`src/rtl/mm_pkg.sv`:
```
// Shared definitions for the matrix-multiply loader and the thread-unit benches.
package mm_pkg;
  localparam int MM_DIM_W     = 4;
  localparam int MM_DATA_W    = 32;
  localparam int MM_GUARD_CYC = 2;

  typedef enum logic [2:0] {
    IDLE   = 3'd0,
    LOAD_A = 3'd1,
    LOAD_B = 3'd2,
    START  = 3'd3,
    WAIT   = 3'd4,
    DONE   = 3'd5
  } state_t;
endpackage

```
`src/rtl/idx2d_counter.sv`:
```
// Nested inner/outer index counter walking a matrix in row-major order.
module idx2d_counter
  import mm_pkg::*;
#(
  parameter int DIM_W = MM_DIM_W
) (
  input  logic             clk,
  input  logic             reset_n,
  input  logic             inc,
  input  logic             clr,
  input  logic [DIM_W-1:0] inner_max,
  input  logic [DIM_W-1:0] outer_max,
  output logic [DIM_W-1:0] inner,
  output logic [DIM_W-1:0] outer,
  output logic             last
);

  assign last = (inner == inner_max) && (outer == outer_max);

  always_ff @(posedge clk) begin
    if (!reset_n) begin
      inner <= '0;
      outer <= '0;
    end else if (clr) begin
      inner <= '0;
      outer <= '0;
    end else if (inc) begin
      if (inner == inner_max) begin
        inner <= '0;
        outer <= (outer == outer_max) ? '0 : outer + 1'b1;
      end else begin
        inner <= inner + 1'b1;
      end
    end
  end

endmodule

```
`src/rtl/mm_loader.sv`:
```
// Feeds operands of A then B onto the shared thread-unit bus, starts the
// multiply and waits for every thread to report finished.
module mm_loader
  import mm_pkg::*;
#(
  parameter int DIM_W     = MM_DIM_W,
  parameter int DATA_W    = MM_DATA_W,
  parameter int GUARD_CYC = MM_GUARD_CYC
) (
  input  logic              clk,
  input  logic              reset_n,
  input  logic              cfg_valid,
  output logic              cfg_ready,
  input  logic [DIM_W-1:0]  cfg_a1,
  input  logic [DIM_W-1:0]  cfg_a2,
  input  logic [DIM_W-1:0]  cfg_a3,
  input  logic              in_valid,
  output logic              in_ready,
  input  logic [DATA_W-1:0] in_data,
  output logic [DIM_W-1:0]  a1,
  output logic [DIM_W-1:0]  a2,
  output logic [DIM_W-1:0]  a3,
  output logic [DIM_W-1:0]  row,
  output logic [DIM_W-1:0]  col,
  output logic              readA,
  output logic              readB,
  output logic [DATA_W-1:0] Din,
  output logic              start_mm,
  input  logic              all_finished,
  output logic              busy,
  output logic              done,
  output logic              err
);

  localparam logic [7:0] GUARD_LIM = GUARD_CYC[7:0];

  state_t              state, state_nxt;
  logic [DIM_W-1:0]    a1_nxt, a2_nxt, a3_nxt, row_nxt, col_nxt;
  logic [DATA_W-1:0]   din_nxt;
  logic                read_a_nxt, read_b_nxt, start_nxt, done_nxt, err_nxt, busy_nxt;
  logic [7:0]          guard, guard_nxt;
  logic                accept, cfg_zero;
  logic [DIM_W-1:0]    inner, outer, inner_max, outer_max;
  logic                last;

  assign cfg_ready = (state == IDLE);
  assign in_ready  = (state == LOAD_A) || (state == LOAD_B);
  assign accept    = in_valid && in_ready;
  assign cfg_zero  = (cfg_a1 == '0) || (cfg_a2 == '0) || (cfg_a3 == '0);

  // One counter serves both matrices: A walks a1 x a2, B walks a2 x a3.
  assign inner_max = (state == LOAD_B) ? a3 - 1'b1 : a2 - 1'b1;
  assign outer_max = (state == LOAD_B) ? a2 - 1'b1 : a1 - 1'b1;

  idx2d_counter #(.DIM_W(DIM_W)) u_idx (
    .clk       (clk),
    .reset_n   (reset_n),
    .inc       (accept),
    .clr       (state == IDLE),
    .inner_max (inner_max),
    .outer_max (outer_max),
    .inner     (inner),
    .outer     (outer),
    .last      (last)
  );

  always_comb begin
    state_nxt  = state;
    a1_nxt     = a1;
    a2_nxt     = a2;
    a3_nxt     = a3;
    row_nxt    = row;
    col_nxt    = col;
    din_nxt    = Din;
    read_a_nxt = 1'b0;
    read_b_nxt = 1'b0;
    start_nxt  = 1'b0;
    done_nxt   = 1'b0;
    err_nxt    = 1'b0;
    guard_nxt  = guard;
    case (state)
      IDLE: begin
        if (cfg_valid) begin
          if (cfg_zero) begin
            err_nxt = 1'b1;
          end else begin
            a1_nxt    = cfg_a1;
            a2_nxt    = cfg_a2;
            a3_nxt    = cfg_a3;
            state_nxt = LOAD_A;
          end
        end
      end
      LOAD_A: begin
        if (accept) begin
          read_a_nxt = 1'b1;
          row_nxt    = outer;
          col_nxt    = inner;
          din_nxt    = in_data;
          if (last) state_nxt = LOAD_B;
        end
      end
      LOAD_B: begin
        if (accept) begin
          read_b_nxt = 1'b1;
          row_nxt    = outer;
          col_nxt    = inner;
          din_nxt    = in_data;
          if (last) state_nxt = START;
        end
      end
      START: begin
        start_nxt = 1'b1;
        guard_nxt = '0;
        state_nxt = WAIT;
      end
      WAIT: begin
        // Finished levels left over from the previous job are masked here.
        if (guard < GUARD_LIM) begin
          guard_nxt = guard + 1'b1;
        end else if (all_finished) begin
          done_nxt  = 1'b1;
          state_nxt = DONE;
        end
      end
      DONE: begin
        state_nxt = IDLE;
      end
      default: begin
        state_nxt = IDLE;
      end
    endcase
    busy_nxt = (state_nxt != IDLE);
  end

  always_ff @(posedge clk) begin
    if (!reset_n) begin
      state    <= IDLE;
      a1       <= '0;
      a2       <= '0;
      a3       <= '0;
      row      <= '0;
      col      <= '0;
      Din      <= '0;
      readA    <= 1'b0;
      readB    <= 1'b0;
      start_mm <= 1'b0;
      done     <= 1'b0;
      err      <= 1'b0;
      busy     <= 1'b0;
      guard    <= '0;
    end else begin
      state    <= state_nxt;
      a1       <= a1_nxt;
      a2       <= a2_nxt;
      a3       <= a3_nxt;
      row      <= row_nxt;
      col      <= col_nxt;
      Din      <= din_nxt;
      readA    <= read_a_nxt;
      readB    <= read_b_nxt;
      start_mm <= start_nxt;
      done     <= done_nxt;
      err      <= err_nxt;
      busy     <= busy_nxt;
      guard    <= guard_nxt;
    end
  end

endmodule

```
`config.mk`:
```
export PLATFORM = sky130hd
export DESIGN_NAME = mm_loader
export DESIGN_NICKNAME = d
export VERILOG_FILES = /design/src/rtl/mm_pkg.sv /design/src/rtl/idx2d_counter.sv /design/src/rtl/mm_loader.sv
export SDC_FILE = /design/constraint.sdc
export NUM_CORES = 1
export LEC_CHECK = 0
export CAP_MARGIN = 40
export CORE_MARGIN = 2
export CORE_UTILIZATION = 41
export CTS_CLUSTER_SIZE = 25
export DETAILED_ROUTE_END_ITERATION = 6
export PLACE_DENSITY = 0.76
export SYNTH_ARGS = -nofsm -noshare
export SYNTH_HDL_FRONTEND = slang
export SYNTH_HIERARCHICAL = 1
export SYNTH_SLANG_ARGS = --single-unit
```
`constraint.sdc`:
```
create_clock -name clk -period 2.7 [get_ports clk]
set_input_delay 0.54 -clock clk [delete_from_list [all_inputs] [get_ports clk]]
set_output_delay 0.54 -clock clk [all_outputs]
set_load 0.01 [all_outputs]
```
==> results.yml <==
pwr:
  pwr-share-clk_pct: 38.4
  p_leak_nw: 1.63
  p_comb_share_pct: 15.0
  seqPwrFrac_pct: 46.6
  power_density_mw_per_mm2: 558
  swShare_pct: 24.9
  peakVddDrop_mv: 0.349
  switchingPower_uw: 641
  power.internal_mw: 1.93
cells_and_area:
  nNetsFinal: 547
  n_antenna_cell: 0
  fillers: 661
  drive_above_1_share_pct: 6.84
  fin_area_mm2: 0.00461
  area_growth_pct: 44.5
yosys:
  synth_flop_cell: "dfxtp_1"
  synth_top_family_by_area: "simple AND/OR/NAND/NOR gates"
  synth_warnings: 6
  avgSynthCellArea_um2: 8.31
  synth_xor_area_share_pct: 5.49
  synth_cell_types: 37
  synth-edff-count: 0
  synth_fa_ha_area_share_pct: 2.35
  synth_compound_area_share_pct: 12.2
  synth-seq-cells: 77
  synth.area.top_cells: "dfxtp_1 48%, nand2_1 11%, a21oi_1 7.7%, xnor2_1 4.1%, nand3_1 2.7%"
  ys_seq_area_share_pct: 48.3
  synth_fp_nets: 439
  yosysTopAreaCellShare_pct: 48.3
  synth_area_mm2: 0.00319
  synthMuxAreaShare_pct: 1.57
  synth_cells: 384
  async_flop_share_pct: 0
  yosysTopAreaCell: "dfxtp_1"
  yosys.area_share.simple_pct: 24.9
placement:
  hpwlAfterDp_mm: 5.53
  placed_area_mm2: 0.00438
  port_buffers: 108
  gp_congestion: 0.786
critical_path:
  crit_slowest_cell: "clkdlybuf4s50_1"
  cp_data_required_time_ps: 2160
  cp_cell_sequence: "buf_4 > nor3_1 > clkdlybuf4s50_1"
  critical_path.top_delay_family: "buffers and inverters"
  crit_fanout: 10
  crit_type: "reg2out"
  crit_path_end_kind: "output port"
  cp-start-kind: "flop"
  worst-endpoint-arrival_ps: 1810
  max_stage_delay_ps: 620
  critical_path_buf_inv_count: 2
floorplan:
  initial_utilization_pct: 41.7
  die_y_um: 92.2
  die_w_um: 92.2
  row_count: 32
  core_area_mm2: 0.00765
  pin_count: 109
  die_area_mm2: 0.00850
timing:
  period_share_pct: 87.0
  drv_slew: 0
  setup_viol: 0
  rsz0062_at_grt: "false"
  clock_skew_ps: 7.40
  tightest_slew_ps: 577
  min_period_ps: 2350
  hold_viol: 0
  finalSetupTns_ps: 0
  max_freq_mhz: 426
  relSlewSlack_pct: 61.2
run:
  drv_cap: 0
clock_tree:
  clock_path_buffers: 2
  post_cts_resized: 0
  clk_latency_ps: 350
  cts_made_buffers: 9
  clkTransAtPathRegs_ps: 80
  cts_hold_buffers: 0
  cts.sinks: 77
  clockRootBuffer: "clkbuf_8"
  cts_tree: "built"
  post_cts_buffers: 0
  cts_max_level: 3
routing:
  drt_first_pass_iters: 4
  drc_errors: 0
  routed_wirelength_mm: 7.71
  wire_per_inst_um: 12.9
  drtIter0Drc: 120
  antenna_left: 0
  vias_per_cell: 4.87
  vias: 2920
status:
  status: "complete, no violations"
global_route:
  grt_max_degree: 41
  grt_pass1_vias: 2780
  antenna_found_initial: 0
  gr-total-overflow: 0
  grt_first_pass_wirelength_mm: 12.8
  grt_usage_pct: 18.7
hold_path:
  hold_class: "reg2reg"
==> Yosys cell counts, types with 2 or more instances <==
library cell / n
dfxtp_1: 77
or3_1: 2
inv_1: 11
xnor2_1: 15
nor3b_1: 2
nor3_1: 11
nand4_1: 3
clkbuf_1: 12
nand4b_1: 2
nand3_1: 17
a211oi_1: 2
buf_6: 2
nor2_1: 14
nand3b_1: 2
o31ai_1: 7
nand2_1: 96
and3_1: 7
mux2i_1: 5
ha_1: 6
o22ai_1: 2
buf_2: 9
a21oi_1: 49
nand4_2: 2
o21ai_0: 8
xor2_1: 5
nor4_1: 5
==> flip-flops by register name (all words and copies together), names as in the netlist <==
register     count
readA            1
Din             32
guard            8
col              4
state            3
busy             1
u_idx/outer      4
readB            1
a2               4
u_idx/inner      4
done             1
a1               4
start_mm         1
a3               4
err              1
row              4
==> worst paths after layout <==
check | startpoint | endpoint | slack (ps) | depth (start not counted)
max | state[1] | cfg_ready | 350 | 3
min | row[3] | row[3] | 460 | 2
max reg2reg | state[0] | state[0] | 390 | 10
min reg2reg | row[3] | row[3] | 460 | 2
==> worst reg2reg max path, stage by stage (launching register included) <==
cell and delay (ps):
dfxtp_1 320, nor3b_1 320, buf_4 260, mux2i_1 250
xnor2_1 180, nand4_2 200, nor2_1 220, nand2_1 80
nand3b_1 80, a21oi_1 80, o31a_1 230
==> per-stage QoR <==
step                total power, mW  instances  setup slack, ps  hold WS, ps  util [%]
finish                         2.57        599              352          455      60.3
floorplan                      1.42        384              198          442         -
global route                   2.69        599              100          477      60.3
CTS                            2.60        599              314          459      60.3
detailed placement             1.61        583              361          448      57.2
global placement               1.60        583              379          441      57.2
==> placed cells by master, fill, tap and decap left out, types with 8 or more instances in the layout <==
| cell | instances |
|---|---|
| clkdlybuf4s50_1 | 108 |
| nand2_1 | 96 |
| dfxtp_1 | 77 |
| a21oi_1 | 49 |
| nand3_1 | 17 |
| xnor2_1 | 15 |
| nor2_1 | 14 |
| buf_4 | 13 |
| nor3_1 | 11 |
| inv_1 | 11 |
| clkbuf_8 | 10 |
| o21ai_0 | 8 |
==> final cells by class <==
type | count | area [um^2] | share of cell area (%)
Clock inverter | 6 | 93.8 | 2.04
Sequential cell | 77 | 1540 | 33.4
Multi-Input combinational cell | 271 | 1490 | 32.2
Tap cell | 102 | 128 | 2.77
Timing Repair Buffer | 121 | 1180 | 25.6
Inverter | 12 | 45.0 | 0.977
Clock buffer | 10 | 138 | 2.99
==> layer usage <==
metal,vias up,GRT usage [%],share of wire [%]
met5,-,0,0
met4,0,7.84,1.4
met3,7,3.70,5.1
met2,81,31.7,50
met1,1314,23.0,44
li1,1518,-,-
==> cells by family after synthesis <==
group / Yosys count
flops: 77
fa+ha+maj: 6
simple gates: 169
xor+xnor: 20
mux: 5
buf+inv: 36
compound gates: 71
==> power groups by stage <==
stage	registers, mW	clock network (mW)	logic, mW
4_1_cts	1.20	1.01	0.389
6_report	1.20	0.987	0.385
2_1_floorplan	1.24	0	0.184
3_3_place_gp	1.22	0	0.379
3_5_place_dp	1.23	0	0.387
5_1_grt	1.20	1.07	0.420
Power figures use the tool's default switching activity.
